<file path="src/rtl/packet_scheduler_if.sv">
// Packet ingress / egress bus of the packet scheduler.
// The master side drives packets and read requests; the slave side returns served packets.
interface packet_scheduler_if #(
    parameter int DW = 4
);
    logic          in_valid;
    logic [1:0]    in_id;
    logic [DW-1:0] in_data;
    logic          rd_req;
    logic          out_valid;
    logic [1:0]    out_id;
    logic [DW-1:0] out_data;

    modport master (
        output in_valid, in_id, in_data, rd_req,
        input  out_valid, out_id, out_data
    );

    modport slave (
        input  in_valid, in_id, in_data, rd_req,
        output out_valid, out_id, out_data
    );
endinterface

</file>
<file path="src/rtl/packet_scheduler.sv">
// Four circular packet FIFOs drained one packet per request by a round-robin IDLE/SEL/OUT FSM,
// with saturating receive/transmit/drop statistics and a combinational slot display port.
module packet_scheduler #(
    parameter int DEPTH = 6,
    parameter int DW    = 4,
    parameter int CW    = 8
) (
    input  logic                 clk,
    input  logic                 reset,
    packet_scheduler_if.slave    bus,
    output logic                 busy,
    output logic [11:0]          occ,
    output logic [CW-1:0]        rcv_cnt,
    output logic [CW-1:0]        trn_cnt,
    output logic [CW-1:0]        drp_cnt,
    input  logic [1:0]           disp_buf,
    input  logic [2:0]           disp_slot,
    output logic [DW-1:0]        disp_data,
    output logic                 disp_full
);
    localparam logic [1:0]    IDLE = 2'd0;
    localparam logic [1:0]    SEL  = 2'd1;
    localparam logic [1:0]    OUT  = 2'd2;

    localparam logic [2:0]    DEPTH3 = 3'(DEPTH);
    localparam logic [3:0]    DEPTH4 = 4'(DEPTH);
    localparam logic [2:0]    LAST   = 3'(DEPTH - 1);
    localparam logic [CW-1:0] CMAX   = '1;

    logic [DW-1:0] mem [4][DEPTH];
    logic [2:0]    rd_ptr [4];
    logic [2:0]    wr_ptr [4];
    logic [2:0]    cnt    [4];

    logic [1:0]    state;
    logic [1:0]    last_grant;
    logic [1:0]    grant;
    logic          grant_vld;
    logic [3:0]    push;
    logic [3:0]    pop;
    logic          drop;

    logic          out_valid_q;
    logic [1:0]    out_id_q;
    logic [DW-1:0] out_data_q;

    function automatic logic [2:0] nxt(input logic [2:0] p);
        return (p == LAST) ? 3'd0 : p + 3'd1;
    endfunction

    function automatic logic [CW-1:0] sat_inc(input logic [CW-1:0] c);
        return (c == CMAX) ? c : c + 1'b1;
    endfunction

    // Round-robin: first non-empty FIFO strictly after the last one served.
    always_comb begin
        logic [1:0] idx;
        idx       = '0;
        grant     = '0;
        grant_vld = 1'b0;
        for (int i = 1; i <= 4; i++) begin
            idx = last_grant + 2'(i);
            if (!grant_vld && cnt[idx] != 3'd0) begin
                grant     = idx;
                grant_vld = 1'b1;
            end
        end
    end

    // Fullness is judged on start-of-cycle occupancy, so a same-cycle pop never makes room.
    always_comb begin
        for (int b = 0; b < 4; b++) begin
            push[b] = bus.in_valid && (bus.in_id == 2'(b)) && (cnt[b] < DEPTH3);
            pop[b]  = (state == SEL) && grant_vld && (grant == 2'(b));
        end
        drop = bus.in_valid && (cnt[bus.in_id] >= DEPTH3);
    end

    always_ff @(posedge clk) begin
        for (int b = 0; b < 4; b++) begin
            if (push[b]) mem[b][wr_ptr[b]] <= bus.in_data;
        end
    end

    always_ff @(posedge clk) begin
        if (reset) begin
            for (int b = 0; b < 4; b++) begin
                rd_ptr[b] <= '0;
                wr_ptr[b] <= '0;
                cnt[b]    <= '0;
            end
        end else begin
            for (int b = 0; b < 4; b++) begin
                if (push[b]) wr_ptr[b] <= nxt(wr_ptr[b]);
                if (pop[b])  rd_ptr[b] <= nxt(rd_ptr[b]);
                cnt[b] <= cnt[b] + 3'(push[b]) - 3'(pop[b]);
            end
        end
    end

    always_ff @(posedge clk) begin
        if (reset) begin
            rcv_cnt <= '0;
            trn_cnt <= '0;
            drp_cnt <= '0;
        end else begin
            if (|push)       rcv_cnt <= sat_inc(rcv_cnt);
            if (|pop)        trn_cnt <= sat_inc(trn_cnt);
            if (drop)        drp_cnt <= sat_inc(drp_cnt);
        end
    end

    // The pulse is registered out of OUT, so a reset while in OUT suppresses it.
    always_ff @(posedge clk) begin
        if (reset) begin
            state       <= IDLE;
            last_grant  <= 2'd3;
            out_valid_q <= 1'b0;
            out_id_q    <= '0;
            out_data_q  <= '0;
        end else begin
            out_valid_q <= (state == OUT);
            case (state)
                IDLE: if (bus.rd_req) state <= SEL;
                SEL: begin
                    if (grant_vld) begin
                        out_id_q   <= grant;
                        out_data_q <= mem[grant][rd_ptr[grant]];
                        last_grant <= grant;
                        state      <= OUT;
                    end else begin
                        state <= IDLE;
                    end
                end
                OUT:     state <= IDLE;
                default: state <= IDLE;
            endcase
        end
    end

    assign bus.out_valid = out_valid_q;
    assign bus.out_id    = out_id_q;
    assign bus.out_data  = out_data_q;
    assign busy          = (state != IDLE);

    for (genvar b = 0; b < 4; b++) begin : g_occ
        assign occ[3*b +: 3] = cnt[b];
    end

    // Slot 0 is the head; offset from the read pointer modulo DEPTH (two folds cover slot 7).
    always_comb begin
        logic [3:0] s;
        s = {1'b0, rd_ptr[disp_buf]} + {1'b0, disp_slot};
        if (s >= DEPTH4) s = s - DEPTH4;
        if (s >= DEPTH4) s = s - DEPTH4;
        disp_data = mem[disp_buf][3'(s)];
        disp_full = (disp_slot < cnt[disp_buf]);
    end
endmodule
</file>
<file path="src/flat_wrapper.sv">
// flat-port wrapper written by rule: the top's interface ports become plain ports
module packet_scheduler_flat 
#(
    parameter int DEPTH = 6,
    parameter int DW    = 4,
    parameter int CW    = 8
)
  (clk, reset, busy, occ, rcv_cnt, trn_cnt, drp_cnt, disp_buf, disp_slot, disp_data, disp_full, bus_in_valid, bus_in_id, bus_in_data, bus_rd_req, bus_out_valid, bus_out_id, bus_out_data);
  packet_scheduler_if #(.DW(DW)) bus_i ();
  input  logic clk;
  input  logic reset;
  output logic busy;
  output logic [11:0] occ;
  output logic [CW-1:0] rcv_cnt;
  output logic [CW-1:0] trn_cnt;
  output logic [CW-1:0] drp_cnt;
  input  logic [1:0] disp_buf;
  input  logic [2:0] disp_slot;
  output logic [DW-1:0] disp_data;
  output logic disp_full;
  input wire logic [$bits(bus_i.in_valid)-1:0] bus_in_valid;
  input wire logic [$bits(bus_i.in_id)-1:0] bus_in_id;
  input wire logic [$bits(bus_i.in_data)-1:0] bus_in_data;
  input wire logic [$bits(bus_i.rd_req)-1:0] bus_rd_req;
  output wire logic [$bits(bus_i.out_valid)-1:0] bus_out_valid;
  output wire logic [$bits(bus_i.out_id)-1:0] bus_out_id;
  output wire logic [$bits(bus_i.out_data)-1:0] bus_out_data;
  assign bus_i.in_valid = bus_in_valid;
  assign bus_i.in_id = bus_in_id;
  assign bus_i.in_data = bus_in_data;
  assign bus_i.rd_req = bus_rd_req;
  assign bus_out_valid = bus_i.out_valid;
  assign bus_out_id = bus_i.out_id;
  assign bus_out_data = bus_i.out_data;
  packet_scheduler #(.DEPTH(DEPTH), .DW(DW), .CW(CW)) u_core (.clk(clk), .reset(reset), .bus(bus_i), .busy(busy), .occ(occ), .rcv_cnt(rcv_cnt), .trn_cnt(trn_cnt), .drp_cnt(drp_cnt), .disp_buf(disp_buf), .disp_slot(disp_slot), .disp_data(disp_data), .disp_full(disp_full));
endmodule
</file>
<file path="config.mk">
export PLATFORM = sky130hd
export DESIGN_NAME = packet_scheduler_flat
export DESIGN_NICKNAME = d
export VERILOG_FILES = /design/src/rtl/packet_scheduler_if.sv /design/src/rtl/packet_scheduler.sv /design/src/flat_wrapper.sv
export SDC_FILE = /design/constraint.sdc
export NUM_CORES = 1
export LEC_CHECK = 0
export CAP_MARGIN = 30
export CORE_ASPECT_RATIO = 2
export CORE_UTILIZATION = 45
export CTS_BUF_LIST = sky130_fd_sc_hd__clkbuf_8 sky130_fd_sc_hd__clkbuf_16
export CTS_CLUSTER_SIZE = 12
export DETAILED_ROUTE_END_ITERATION = 16
export PLACE_DENSITY_LB_ADDON = 0.15
export SYNTH_ARGS = -nofsm -noshare
export SYNTH_HDL_FRONTEND = slang
export SYNTH_SLANG_ARGS = --single-unit
</file>
<file path="constraint.sdc">
create_clock -name clk -period 7.25 [get_ports clk]
set_clock_uncertainty 0.05 [all_clocks]
set_input_delay 1.45 -clock clk [delete_from_list [all_inputs] [get_ports clk]]
set_output_delay 1.45 -clock clk [all_outputs]
set_load 0.02 [all_outputs]
</file>
Word level (Yosys, flattened, before mapping)
Memories as Yosys holds them, arrays and structs flattened. A register that Yosys moved wholly into a read port is not among the register bits.
Index checks and enable logic that the tools add are counted.

storage, ports and cells
  register bits after elaboration = 35
  bits in writable memories = 132
  input bits = 15
  output and inout bits = 49
  memories = 4

operators by class
  $add $sub $neg = 25
  order comparisons = 18
  equality and inequality tests = 20
  mux-type cells = 89
  bitwise gates (word level) = 21
  reductions and logical operators = 41

memory list
  memory         depth  width  rd ports  clocked after memory_dff  write ports  line                    source
  u_core.mem     4      24     2         0                         1            packet_scheduler.sv:30  logic [DW-1:0] mem [4][DEPTH];
  u_core.cnt     4      3      10        1                         4            packet_scheduler.sv:33  logic [2:0] cnt [4];
  u_core.rd_ptr  4      3      6         0                         4            packet_scheduler.sv:31  logic [2:0] rd_ptr [4];
  u_core.wr_ptr  4      3      4         0                         4            packet_scheduler.sv:32  logic [2:0] wr_ptr [4];

operators by type and width
  cell                                                                                  number
  24-bit two-way mux                                                                    10
  24-bit OR reduction                                                                   3
  3-bit two-way mux                                                                     21
  4-bit demux with 3-bit select                                                         4
  4-bit two-way mux                                                                     9
  1-bit two-way mux                                                                     31
  3-bit by 1-bit adder with 3-bit output (second input constant)                        8
  8-bit by 1-bit adder with 8-bit output (second input constant)                        3
  4-bit binary-select mux with 3-bit select                                             2
  3-bit equality test (second input constant)                                           8
  8-bit equality test (second input constant)                                           3
  4-bit greater-or-equal comparator (second input constant)                             6
  3-bit NOT with 4-bit output                                                           6
  2-bit two-way mux                                                                     11
  1-bit logical AND                                                                     21
  4-bit by 1-bit less-than comparator with 1-bit output (second input constant)         4
  3-bit by 1-bit adder with 3-bit output                                                4
  3-bit less-than comparator (second input constant)                                    4
  1-bit OR                                                                              12
  3-bit nonzero test                                                                    4
  3-bit by 1-bit subtractor with 3-bit output                                           4
  2-bit equality test (second input constant)                                           5
  4-bit by 3-bit greater-or-equal comparator with 1-bit output (second input constant)  2
  2-bit AND reduction                                                                   4
  other kinds (15)                                                                      25

Depth between registers and ports, before layout
Gate-level depths: netlist (run 1).
An unclocked memory read counts as a cell.

  depth after elaboration = 19
  mapped depth = 16
  depth with buffers taken out = 13

Least setup slack after synthesis (run 1)
OpenSTA, ideal clock, no wires.

  path type = input-to-output
  from = input port disp_buf[0]
  to = output port disp_data[0]
  data arrival time = 5501 ps
  required time = 5750 ps
  slack = 249 ps
  stages = 13
  buffers on the path = 2
  path through = buf_1 buf_1 mux4_2 ha_1 inv_1 fa_1 inv_1 ha_1 nor2_1 o32ai_1 mux4_2 nand2_1 o21ai_0

between the ends
  cells in the longest elaborated chain, start to end = 10
  elaborated cells on any way between the ends = 13
  those cells by class = add/sub: 3; order compare: 2; mux: 5; bitwise: 1; memory: 2

ends and longest elaborated chain
  what                                                                                                                         line                     source
  start: declaration                                                                                                           flat_wrapper.sv:17       input logic [1:0] disp_buf;
  memory 4 x 3 bit                                                                                                             n/a
  3-bit by 3-bit adder with 4-bit output                                                                                       packet_scheduler.sv:153  s = {1'b0, rd_ptr[disp_buf]} + {1'b0, disp_slot};
  4-bit by 3-bit subtractor with 4-bit output or 4-bit by 3-bit greater-or-equal comparator with 1-bit output (tied branches)  packet_scheduler.sv:154  if (s >= DEPTH4) s = s - DEPTH4;
  4-bit two-way mux                                                                                                            packet_scheduler.sv:154
  4-bit by 3-bit greater-or-equal comparator with 1-bit output or 3-bit subtractor (tied branches)                             packet_scheduler.sv:155  if (s >= DEPTH4) s = s - DEPTH4;
  3-bit two-way mux                                                                                                            packet_scheduler.sv:155
  3-bit NOT with 4-bit output (not written as such)                                                                            packet_scheduler.sv:156  disp_data = mem[disp_buf][3'(s)];
  4-bit binary-select mux with 3-bit select *                                                                                  packet_scheduler.sv:156
  4-bit two-way mux (not written as such) * (2 in a row)                                                                       packet_scheduler.sv:156
  end: declaration                                                                                                             flat_wrapper.sv:19       output logic [DW-1:0] disp_data;

Mark *: on every way between the ends. The rest lies on a longest branch, timed or not. The select of a mux whose other input is x is not followed.

Worst setup path in the final report (run 1)
Same ends and word-level chain as after synthesis.

==> run metrics, run 1 <==
run status complete, no violations; Antenna Cells 0; Synth Flop Type edfxtp_1; fin crit share 96.6%; first drt pass iteration count 4; clk_lat worst skew 0.45 ns; die footprint 21100 µm²; register area share after synthesis 49.6%; Worst Setup Start Kind primary input; crit-path cells clkdlybuf4s50_1 -> mux4_2 -> ha_1 -> inv_1 -> fa_1 -> inv_1 -> ha_1 -> nor2b_1 -> a21oi_1 -> o32ai_1 -> buf_4 -> mux4_2 -> nand2_1 -> o21ai_0 -> clkdlybuf4s50_1; Hold Path Class flip-flop to flip-flop; Layout Cells excl Fill 1103; Max Transition Viols Final 0; Bufs on Longest Clock Path 2; Mapped Cells 775; Yosys cell types 57; crit end category output port; crit-path leading delay family buffers and inverters; CTS Buf Count 17; wire length of the first global-routing pass 38700 µm; VDD IR max 0.000240 V; Synth Area in Simple Gates 14.1%; total core area 20000 µm²; GRT Util Overall 25.8%; crit path DAT 5.51 ns; hpwl dp 19200 µm; Die H 205 µm; TritonCTS clock tree yes; # IOs 64; Seq pwr share 27.7%; Lkg Pwr 3.92 nW; Area contributors post-synth edfxtp_1 (39%), mux4_2 (11%), dfxtp_1 (11%); ys async rst share 0%; initial core utilization 46.2%; largest net degree at the start of global routing 72; Comb pwr share 52.8%; Worst Path Buf+Inv 5; Syn Nets 832; row count 73; Post-Synth XOR/XNOR Area 2.56%; setup TNS 0 ns; Avg Inst Size Synth 11.9 µm²; WS Path Type primary input to output port; worst-margin pin slew 1.00 ns; antenna violations before repair 1; CP max FO 5; DRC viols 0; worst stage delay on the critical path 0.62 ns; post-synth top area cell edfxtp_1; Crit-path slowest cell clkdlybuf4s50_1; # nets final 885; post-synthesis mux area share 15.0%; Fin. Hold Viols 0; number of synthesized register bits 169; share of cells above drive strength 1 13.2%; Sw Share 43.0%; most common cell after layout, fill and taps aside edfxtp_1; Total Wirelength 25000 µm; grt total ovfl 0; Worst EP required 5.75 ns; Setup-failing EPs final 0; width of the die 103 µm; synth warn 0; Psw 1.88 mW; antenna-violating nets left 0; via count 6609; Layout area overhead 15.4%; WL per Instance 22.7 µm; H-tree level count 4; Rel. slew slack 32.2%; Clock power frac 19.6%; post-synth top area share 39.0%; Iter 0 DRT Violations 442; commonest non-fill, non-tap cells in the layout edfxtp_1 (120), inv_1 (77), nor2_1 (67); Highest Clock Rate 143 MHz; drt via density 5.99; root buf cell clkbuf_16; gpl congestion 0.909; Clock transition at path regs 0.07 ns; post-placement cell count 1071; port bufs 63; adder-cell share of the synthesized area 6.10%; Clock Sinks 169; Pint 2.50 mW; Max Cap Viol 0; RSZ-0062 raised after global routing false; power density cells 410 nW/µm²; Mapped Area 9240 µm²; main combinational cell family by area after synthesis multiplexers; Period minus WS final 7.01 ns; number of global-route vias before repair 6803; number of synthesized flops with an enable pin 120; post-synthesis compound-gate area fraction 7.68%
[Yosys cell counts, types with 2 or more instances]
cell type / instances
xor2_1: 17
ha_1: 37
nor2_1: 67
and3_1: 18
buf_1: 3
nor4_1: 16
o21ai_0: 25
edfxtp_1: 120
buf_2: 4
o2111a_1: 2
mux4_2: 44
mux2_2: 5
nand4_1: 5
clkbuf_1: 34
nor2b_1: 11
o211ai_1: 5
o311ai_0: 4
nand2b_1: 10
a2111oi_0: 8
nand2_1: 32
o31ai_1: 4
o221a_2: 4
o32ai_1: 5
fa_1: 5
inv_1: 74
mux2i_1: 15
a21oi_1: 14
o21ai_1: 2
xnor2_1: 10
o221ai_1: 6
a311oi_1: 4
nor3_1: 21
or4_1: 2
a21o_1: 3
or2_2: 5
a211oi_1: 3
nor3b_1: 9
or3_1: 7
nand3_1: 35
dfxtp_1: 49
nor4b_1: 8
a211o_1: 2
mux4_1: 7
[cells by family (layout without fill, tap and decap cells)]
group / after synthesis / after routing
adder cells (fa/ha/maj): 42 / 42
AND/OR/NAND/NOR: 252 / 252
AO/OA/AOI/OAI: 97 / 97
buffers and inverters: 117 / 183
XOR/XNOR: 27 / 27
flip-flops: 169 / 169
multiplexers: 71 / 71
[timing repair]
action                     CTS  global route
hold buffers                 0             0
buffers inserted             0             0
setup endpoints to repair    0             4
gates resized for setup      0             2
hold endpoints to repair     0             0
[state kept, by name, summed over array words and instances (netlist names), named ones only]
name and cells:
u_core.mem 96, u_core.drp_cnt 8, u_core.state 2, u_core.trn_cnt 8, u_core.rcv_cnt 8, u_core.bus.out_valid 1, u_core.bus.out_id 2, u_core.wr_ptr 12
u_core.rd_ptr 12, u_core.last_grant 2, u_core.cnt 12, u_core.bus.out_data 4
[power by group through the flow]
stage,combinational (mW),sequential [mW],clock (mW)
detailed placement,2.28,1.23,0
floorplan,1.60,1.23,0
global placement,2.24,1.23,0
CTS,2.29,1.21,0.870
global route,2.49,1.22,0.907
finish,2.31,1.21,0.856
[metal layers]
| layer | track usage (%) | vias to the layer above | routed length (µm) |
|---|---|---|---|
| met5 | 0 | - | 12 |
| met4 | 14.1 | 2 | 1470 |
| met3 | 4.98 | 66 | 910 |
| met2 | 49.0 | 183 | 14300 |
| met1 | 25.1 | 3338 | 8290 |
| li1 | - | 3020 | - |
[layout make-up]
type | count | area [µm²]
well taps | 262 | 328
inverters | 74 | 278
clock buffers | 17 | 425
flip-flops and latches | 169 | 4580
clock inverters | 15 | 123
multi-input cells | 489 | 4220
repair buffers | 77 | 708
fillers | 1699 | 9340
[stage by stage]
step / power [mW] / setup WS (ns) / area, µm² / hold slack (ns) / utilization, %
2_1_floorplan: 2.83 / 0.249 / 9240 / 0.378 / -
5_1_grt: 4.61 / 0.0128 / 10700 / 0.437 / 53.3
4_1_cts: 4.37 / 0.141 / 10600 / 0.425 / 53.2
3_5_place_dp: 3.51 / 0.132 / 10100 / 0.412 / 50.5
3_3_place_gp: 3.47 / 0.322 / 10100 / 0.398 / 50.3
6_report: 4.38 / 0.243 / 10700 / 0.422 / 53.3
[final timing paths]
kind,start,end,slack (ns),cells after the start
worst max register to register,u_core.last_grant[0],u_core.bus.out_data[2],3.21,8
worst min register to register,u_core.state[0],u_core.bus.out_valid,0.42,1
worst max-delay path,disp_buf[0],disp_data[0],0.24,15
worst min-delay path,u_core.state[0],u_core.bus.out_valid,0.42,1
No activity file was read; power rests on OpenSTA's default activity.
==> inputs of run 2 (changes only) <==
Settings changed: CTS_CLUSTER_DIAMETER set to 50.
==> results of run 2 <==
No change in the layout: final DEF, timing and power equal those of run 1.
